==> src/rtl/cache_if.sv <==
// cache_if: bundle between the processor / RAM side and the cache controller.
//   Processor request : req, rwb, addr, wdata
//   Processor response: ready, rdata, hit
//   RAM access        : mem_req, mem_we, mem_addr, mem_wdata, mem_rdata, mem_ack
//   Statistics        : hit_count, miss_count
// The slave modport is the controller's view; the master modport is the
// view of whoever drives requests and models the RAM.
interface cache_if #(
  parameter int AW = 6,
  parameter int DW = 8,
  parameter int CW = 16
) ();
  logic          req;
  logic          rwb;
  logic [AW-1:0] addr;
  logic [DW-1:0] wdata;
  logic          ready;
  logic [DW-1:0] rdata;
  logic          hit;
  logic          mem_req;
  logic          mem_we;
  logic [AW-1:0] mem_addr;
  logic [DW-1:0] mem_wdata;
  logic [DW-1:0] mem_rdata;
  logic          mem_ack;
  logic [CW-1:0] hit_count;
  logic [CW-1:0] miss_count;

  modport slave (
    input  req, rwb, addr, wdata, mem_rdata, mem_ack,
    output ready, rdata, hit, mem_req, mem_we, mem_addr, mem_wdata,
           hit_count, miss_count
  );

  modport master (
    output req, rwb, addr, wdata, mem_rdata, mem_ack,
    input  ready, rdata, hit, mem_req, mem_we, mem_addr, mem_wdata,
           hit_count, miss_count
  );
endinterface

==> src/rtl/cache_ctrl.sv <==
// cache_ctrl: 2-way set-associative write-back cache controller, one byte
// per line. Accepts one read/write request at a time, looks up the tag,
// evicts the LRU (or first invalid) way on a miss with writeback when dirty,
// refills on read misses and allocates without refill on write misses.
// Ports:
//   clk   - clock, all state updates on the rising edge
//   reset - synchronous, active-low reset
//   bus   - cache_if.slave: processor request/response, RAM port, counters
// All outputs are registered; ready/hit/rdata form a one-cycle pulse.
module cache_ctrl #(
  parameter int AW   = 6,
  parameter int DW   = 8,
  parameter int SETS = 8,
  parameter int CW   = 16
) (
  input  logic  clk,
  input  logic  reset,
  cache_if.slave bus
);
  localparam int IW = 3;
  localparam int TW = AW - IW;

  typedef enum logic [2:0] {IDLE, LOOKUP, WRITEBACK, REFILL, RESPOND} state_t;
  state_t state, state_n;

  // latched request and lookup result
  logic          rwb_q;
  logic [AW-1:0] addr_q;
  logic [DW-1:0] wdata_q;
  logic          hit_q;
  logic          way_q;

  // line storage; valid/dirty/lru are control and get reset, tag/data do not
  logic [1:0][SETS-1:0] valid;
  logic [1:0][SETS-1:0] dirty;
  logic [SETS-1:0]      lru;
  logic [TW-1:0]        tag_mem  [2][SETS];
  logic [DW-1:0]        data_mem [2][SETS];

  // registered outputs and their next values
  logic          ready_r, ready_n;
  logic          hit_r, hit_n;
  logic [DW-1:0] rdata_r, rdata_n;
  logic          mem_req_r, mem_req_n;
  logic          mem_we_r, mem_we_n;
  logic [AW-1:0] mem_addr_r, mem_addr_n;
  logic [DW-1:0] mem_wdata_r, mem_wdata_n;
  logic [CW-1:0] hit_count_r, miss_count_r;

  logic [IW-1:0] idx;
  logic [TW-1:0] tg;
  logic          hit0, hit1, hit_any, victim;

  assign idx     = addr_q[IW-1:0];
  assign tg      = addr_q[AW-1:IW];
  assign hit0    = valid[0][idx] && (tag_mem[0][idx] == tg);
  assign hit1    = valid[1][idx] && (tag_mem[1][idx] == tg);
  assign hit_any = hit0 || hit1;
  // way0 preferred when invalid, then way1, otherwise the LRU way
  assign victim  = !valid[0][idx] ? 1'b0 : (!valid[1][idx] ? 1'b1 : lru[idx]);

  always_comb begin
    state_n     = state;
    ready_n     = 1'b0;
    hit_n       = 1'b0;
    rdata_n     = '0;
    mem_req_n   = mem_req_r;
    mem_we_n    = mem_we_r;
    mem_addr_n  = mem_addr_r;
    mem_wdata_n = mem_wdata_r;
    case (state)
      IDLE: if (bus.req) state_n = LOOKUP;
      LOOKUP: begin
        if (hit_any) begin
          state_n = RESPOND;
        end else if (valid[victim][idx] && dirty[victim][idx]) begin
          state_n     = WRITEBACK;
          mem_req_n   = 1'b1;
          mem_we_n    = 1'b1;
          mem_addr_n  = {tag_mem[victim][idx], idx};
          mem_wdata_n = data_mem[victim][idx];
        end else if (!rwb_q) begin
          state_n    = REFILL;
          mem_req_n  = 1'b1;
          mem_we_n   = 1'b0;
          mem_addr_n = addr_q;
        end else begin
          // write miss: the whole line is overwritten, no refill needed
          state_n = RESPOND;
        end
      end
      WRITEBACK: begin
        if (bus.mem_ack) begin
          if (!rwb_q) begin
            state_n    = REFILL;
            mem_we_n   = 1'b0;
            mem_addr_n = addr_q;
          end else begin
            state_n   = RESPOND;
            mem_req_n = 1'b0;
          end
        end
      end
      REFILL: begin
        if (bus.mem_ack) begin
          state_n   = RESPOND;
          mem_req_n = 1'b0;
        end
      end
      RESPOND: begin
        state_n = IDLE;
        ready_n = 1'b1;
        hit_n   = hit_q;
        rdata_n = rwb_q ? '0 : data_mem[way_q][idx];
      end
      default: state_n = IDLE;
    endcase
  end

  // control state: FSM, outputs, line status bits, counters
  always_ff @(posedge clk) begin
    if (!reset) begin
      state        <= IDLE;
      ready_r      <= 1'b0;
      hit_r        <= 1'b0;
      rdata_r      <= '0;
      mem_req_r    <= 1'b0;
      mem_we_r     <= 1'b0;
      mem_addr_r   <= '0;
      mem_wdata_r  <= '0;
      valid        <= '0;
      dirty        <= '0;
      lru          <= '0;
      hit_count_r  <= '0;
      miss_count_r <= '0;
    end else begin
      state       <= state_n;
      ready_r     <= ready_n;
      hit_r       <= hit_n;
      rdata_r     <= rdata_n;
      mem_req_r   <= mem_req_n;
      mem_we_r    <= mem_we_n;
      mem_addr_r  <= mem_addr_n;
      mem_wdata_r <= mem_wdata_n;
      if (state == WRITEBACK && bus.mem_ack) valid[way_q][idx] <= 1'b0;
      if (state == REFILL && bus.mem_ack) begin
        valid[way_q][idx] <= 1'b1;
        dirty[way_q][idx] <= 1'b0;
      end
      if (state == RESPOND) begin
        if (rwb_q) begin
          valid[way_q][idx] <= 1'b1;
          dirty[way_q][idx] <= 1'b1;
        end
        lru[idx] <= ~way_q;
        if (hit_q) begin
          if (hit_count_r != {CW{1'b1}}) hit_count_r <= hit_count_r + CW'(1);
        end else begin
          if (miss_count_r != {CW{1'b1}}) miss_count_r <= miss_count_r + CW'(1);
        end
      end
    end
  end

  // data state: request latch, lookup result, tag/data arrays
  always_ff @(posedge clk) begin
    if (state == IDLE && bus.req) begin
      rwb_q   <= bus.rwb;
      addr_q  <= bus.addr;
      wdata_q <= bus.wdata;
    end
    if (state == LOOKUP) begin
      hit_q <= hit_any;
      way_q <= hit_any ? hit1 : victim;
    end
    if (state == REFILL && bus.mem_ack) begin
      data_mem[way_q][idx] <= bus.mem_rdata;
      tag_mem[way_q][idx]  <= tg;
    end
    if (state == RESPOND && rwb_q) begin
      data_mem[way_q][idx] <= wdata_q;
      tag_mem[way_q][idx]  <= tg;
    end
  end

  assign bus.ready      = ready_r;
  assign bus.hit        = hit_r;
  assign bus.rdata      = rdata_r;
  assign bus.mem_req    = mem_req_r;
  assign bus.mem_we     = mem_we_r;
  assign bus.mem_addr   = mem_addr_r;
  assign bus.mem_wdata  = mem_wdata_r;
  assign bus.hit_count  = hit_count_r;
  assign bus.miss_count = miss_count_r;
endmodule

==> src/flat_wrapper.sv <==
// flat-port wrapper written by rule: the top's interface ports become plain ports
module cache_ctrl_flat 
#(
  parameter int AW   = 6,
  parameter int DW   = 8,
  parameter int SETS = 8,
  parameter int CW   = 16
)
  (clk, reset, bus_req, bus_rwb, bus_addr, bus_wdata, bus_mem_rdata, bus_mem_ack, bus_ready, bus_rdata, bus_hit, bus_mem_req, bus_mem_we, bus_mem_addr, bus_mem_wdata, bus_hit_count, bus_miss_count);
  cache_if #(.AW(AW), .DW(DW), .CW(CW)) bus_i ();
  input  logic clk;
  input  logic reset;
  input wire logic [$bits(bus_i.req)-1:0] bus_req;
  input wire logic [$bits(bus_i.rwb)-1:0] bus_rwb;
  input wire logic [$bits(bus_i.addr)-1:0] bus_addr;
  input wire logic [$bits(bus_i.wdata)-1:0] bus_wdata;
  input wire logic [$bits(bus_i.mem_rdata)-1:0] bus_mem_rdata;
  input wire logic [$bits(bus_i.mem_ack)-1:0] bus_mem_ack;
  output wire logic [$bits(bus_i.ready)-1:0] bus_ready;
  output wire logic [$bits(bus_i.rdata)-1:0] bus_rdata;
  output wire logic [$bits(bus_i.hit)-1:0] bus_hit;
  output wire logic [$bits(bus_i.mem_req)-1:0] bus_mem_req;
  output wire logic [$bits(bus_i.mem_we)-1:0] bus_mem_we;
  output wire logic [$bits(bus_i.mem_addr)-1:0] bus_mem_addr;
  output wire logic [$bits(bus_i.mem_wdata)-1:0] bus_mem_wdata;
  output wire logic [$bits(bus_i.hit_count)-1:0] bus_hit_count;
  output wire logic [$bits(bus_i.miss_count)-1:0] bus_miss_count;
  assign bus_i.req = bus_req;
  assign bus_i.rwb = bus_rwb;
  assign bus_i.addr = bus_addr;
  assign bus_i.wdata = bus_wdata;
  assign bus_i.mem_rdata = bus_mem_rdata;
  assign bus_i.mem_ack = bus_mem_ack;
  assign bus_ready = bus_i.ready;
  assign bus_rdata = bus_i.rdata;
  assign bus_hit = bus_i.hit;
  assign bus_mem_req = bus_i.mem_req;
  assign bus_mem_we = bus_i.mem_we;
  assign bus_mem_addr = bus_i.mem_addr;
  assign bus_mem_wdata = bus_i.mem_wdata;
  assign bus_hit_count = bus_i.hit_count;
  assign bus_miss_count = bus_i.miss_count;
  cache_ctrl #(.AW(AW), .DW(DW), .SETS(SETS), .CW(CW)) u_core (.clk(clk), .reset(reset), .bus(bus_i));
endmodule
==> config.mk <==
export PLATFORM = sky130hd
export DESIGN_NAME = cache_ctrl_flat
export DESIGN_NICKNAME = d
export VERILOG_FILES = /design/src/rtl/cache_if.sv /design/src/rtl/cache_ctrl.sv /design/src/flat_wrapper.sv
export SDC_FILE = /design/constraint.sdc
export NUM_CORES = 1
export LEC_CHECK = 0
export CORE_UTILIZATION = 54
export CTS_CLUSTER_DIAMETER = 120
export DETAILED_ROUTE_END_ITERATION = 12
export PLACE_DENSITY = 0.77
export SKIP_LAST_GASP = 1
export SYNTH_ARGS = -nofsm -noshare
export SYNTH_HDL_FRONTEND = slang
export SYNTH_SLANG_ARGS = --single-unit
==> constraint.sdc <==
create_clock -name clk -period 2.9 [get_ports clk]
set_input_delay 0.58 -clock clk [delete_from_list [all_inputs] [get_ports clk]]
set_output_delay 0.58 -clock clk [all_outputs]
set_load 0.1 [all_outputs]
==> summary.txt <==
Pwr
  – Combinational share of power: 0.146
  – Worst VDD drop: 0.000517 V
  – Cell area power density: 589 mW/mm^2
  – Clock Power Share: 0.400
  – NetSw: 2.61 mW
  – P_int: 7.54 mW
  – Sequential share of power: 0.455
  – Switching share of total power: 0.257
  – Leakage: 6.48 nW

Critical path
  – CP Class: reg -> reg
  – Critical-path maximum fanout: 9
  – Worst Path Buf+Inv: 4
  – Cell seen most often among critical-path stages: buf_4
  – Cell-by-cell trace of the critical path: buf_6 -> buf_4 -> buf_4 -> mux2_2 -> a221o_1 -> a21oi_2 -> xnor2_2 -> nor4_4 -> buf_4 -> or3_4 -> a31oi_2 -> o21ai_2 -> o311ai_2
  – Req. time, crit path: 3.38 ns
  – Delay-heaviest family, CP: compound AO/OA/AOI/OAI gates
  – CP max-delay cell: edfxtp_1
  – Startpoint Class: flip-flop
  – Slowest Stage Delay on Critical Path: 0.42 ns
  – CP Capture Type: flip-flop
  – Crit path arrival time: 3.53 ns

Clock network
  – Cts bufs inserted: 31
  – Clock Tree Root: clkbuf_16
  – H-tree depth: 1
  – Worst-path clk slew: 0.06 ns
  – Post-CTS Hold Fix Bufs: 0
  – Clk Latency, worst-skew pair: 0.57 ns
  – CTS sink count: 295
  – CTS Buffer Depth: 3
  – CTS tree: yes

GRT
  – Largest net degree at the start of global routing: 64
  – GRT Residual Overflow: 0
  – Gr usage total: 0.317
  – First-pass GRT wire length: 62700 um
  – Vias in the first global route: 10600
  – Antenna violations before repair: 0

Synthesis
  – Post-synth top cells: edfxtp_1, nand2_1, dfxtp_1, mux2i_1, mux2_2
  – Synthesized instance count: 1145
  – Ys flop type: edfxtp_1
  – Post-Syn Area: 0.0141 sq mm
  – Yosys warnings: 0
  – Synth Register Bits: 295
  – Most frequent cell after synthesis: edfxtp_1
  – Syn Nets: 1174
  – Post-synth top area share: 0.410
  – Seq/Total Area, Yosys: 0.554
  – Async SR Flop Fraction: 0
  – Average size of a mapped cell: 12.4 sq um
  – Synth cell types: 62
  – Post-synth EDFFs: 193
  – Largest cells by area after synthesis: edfxtp_1, dfxtp_1, mux2i_1, mux4_2, mux2_2
  – Largest area contributor in the netlist: edfxtp_1

Outcome
  – Failing checks: negative setup slack
  – Status: finished with violations

Timing
  – Fin crit period: 3.05 ns
  – Max Fclk: 328 MHz
  – Final Cycle Share: 1.05
  – Final Hold Slack: 0.463 ns
  – Fin Setup TNS: -1.75 ns
  – Final setup margin: -0.148 ns
  – Worst-margin pin slew: 0.686 ns
  – Final hold vios: 0
  – Endpoints failing setup: 19
  – Final Slew Violations: 0
  – Relative slew slack: 0.542
  – Clk_skew: 0.0112 ns
  – RSZ-0062 raised after global routing: true

Floorplanning
  – Initial Util: 0.557
  – CORE AREA: 0.0254 sq mm
  – Chip height: 164 um
  – FP Rows: 58
  – Die area: 0.0268 sq mm
  – Top Ports: 85
  – Chip width: 164 um

Drt
  – Via Count: 10800
  – Drt wl/cell: 25.3 um
  – Pre-antenna DRT Iters: 5
  – Antenna-violating nets left: 0
  – DR iter-0 viols: 1227
  – Via-to-Cell Ratio: 6.46
  – Total wire length: 42200 um
  – # DRC: 0

Layout
  – Post-layout util: 0.679
  – Post-route cell area: 0.0172 sq mm
  – Multi-input gate area: 0.00600 sq mm
  – Fillers: 1867
  – Number of diodes: 0
  – Area grow syn2layout: 21.9%
  – Register area: 0.00784 sq mm
  – Layout cell share with drive strength beyond 1: 0.282
  – Fin nets: 1340

Placement
  – Port Buf Inserts: 84
  – Worst slack, placed: -0.210 ns
  – Post-DP Area: 0.0160 sq mm
  – Dpl hpwl: 28100 um
  – GP Congestion: 0.952

Hold path
  – Worst Hold Class: reg -> reg

Run
  – Maximum capacitance violations: 0
## worst register-to-register path, stage by stage, from the launching register on
cell and delay (ns):
edfxtp_1 0.42, buf_6 0.16, buf_4 0.13, buf_4 0.13, mux2_2 0.26, a221o_1 0.33, a21oi_2 0.19, xnor2_2 0.17
nor4_4 0.08, buf_4 0.16, or3_4 0.37, a31oi_2 0.18, o21ai_2 0.12, o311ai_2 0.26
## layout by cell type, fill, tap and decap left out, types with 13 or more instances in the layout
| cell | Yosys | layout |
|---|---|---|
| edfxtp_1 | 193 | 193 |
| buf_4 | 6 | 158 |
| nand2_1 | 105 | 105 |
| mux2i_1 | 102 | 102 |
| dfxtp_1 | 102 | 101 |
| mux2_2 | 65 | 65 |
| nor2_1 | 58 | 57 |
| a21oi_1 | 54 | 51 |
| o22ai_1 | 44 | 44 |
| o21ai_0 | 41 | 40 |
| mux4_2 | 40 | 40 |
| nand3_1 | 34 | 34 |
| clkbuf_16 | 0 | 34 |
| clkdlybuf4s50_1 | 0 | 26 |
| inv_1 | 22 | 21 |
| xor2_1 | 19 | 19 |
| buf_12 | 0 | 17 |
| xnor2_1 | 17 | 16 |
| o21a_1 | 15 | 15 |
| nor3_1 | 15 | 14 |
| and3_1 | 14 | 13 |
## logic make-up after synthesis
kind of cell,synth area share
adder cells (fa/ha/maj),0.00177
XOR/XNOR,0.0223
buffers and inverters,0.0320
AND/OR/NAND/NOR,0.100
flip-flops,0.554
multiplexers,0.188
AO/OA/AOI/OAI,0.102
## power by group through the flow
stage                     combinational, mW  sequential (mW)  clock (mW)
after floorplan                       0.875             4.76           0
after global placement                 1.38             4.70           0
after detailed placement               1.40             4.70           0
after CTS                              1.43             4.61        4.08
after global routing                   1.55             4.62        4.26
final                                  1.48             4.61        4.06
## per-stage QoR
stage,std cells,power [mW]
finish,1665,10.2
global route,1665,10.4
CTS,1664,10.1
detailed placement,1602,6.10
global placement,1602,6.08
floorplan,1145,5.63
## cell type report
cell class                      count  share of cell area
Sequential cell                   295               0.455
Multi-Input combinational cell    755               0.348
Timing Repair Buffer              205               0.107
Clock buffer                       40              0.0523
Tap cell                          330              0.0240
Clock inverter                     17             0.00885
Inverter                           23             0.00530
## sequential cells by signal (all words and copies together) (netlist names), 3 cells and up, named ones only
name / cells
u_core.bus.rdata: 8
u_core.dirty: 16
u_core.bus.miss_count: 16
u_core.bus.mem_wdata: 8
u_core.data_mem: 128
u_core.lru: 8
u_core.state: 3
u_core.addr_q: 6
u_core.wdata_q: 8
u_core.valid: 16
u_core.bus.hit_count: 16
u_core.tag_mem: 48
u_core.bus.mem_addr: 6
## what timing repair did
| action | CTS | global route |
|---|---|---|
| cloned | 0 | 1 |
| setup buffers | 5 | 0 |
| pin swaps | 2 | 4 |
| setup endpoints to repair | 19 | 26 |
| resized for setup | 7 | 9 |
## routing by layer
layer,up-vias,routed length [um],track usage
li1,4708,-,-
met5,-,0,0
met4,0,2650,0.191
met2,680,19600,0.510
met3,150,4130,0.0515
met1,5217,15900,0.405
## path summary, 6_finish.rpt
| kind | start | to | slack (ns) | cells past startpoint |
|---|---|---|---|---|
| worst max-delay path | u_core.addr_q[2] | u_core.bus.mem_addr[4] | -0.15 | 13 |
| worst min-delay path | u_core.bus.mem_wdata[4] | u_core.bus.mem_wdata[4] | 0.46 | 2 |
| worst max register to register | u_core.addr_q[2] | u_core.bus.mem_addr[4] | -0.15 | 13 |
| worst min register to register | u_core.bus.mem_wdata[4] | u_core.bus.mem_wdata[4] | 0.46 | 2 |
(Power assumes the default switching activity.)
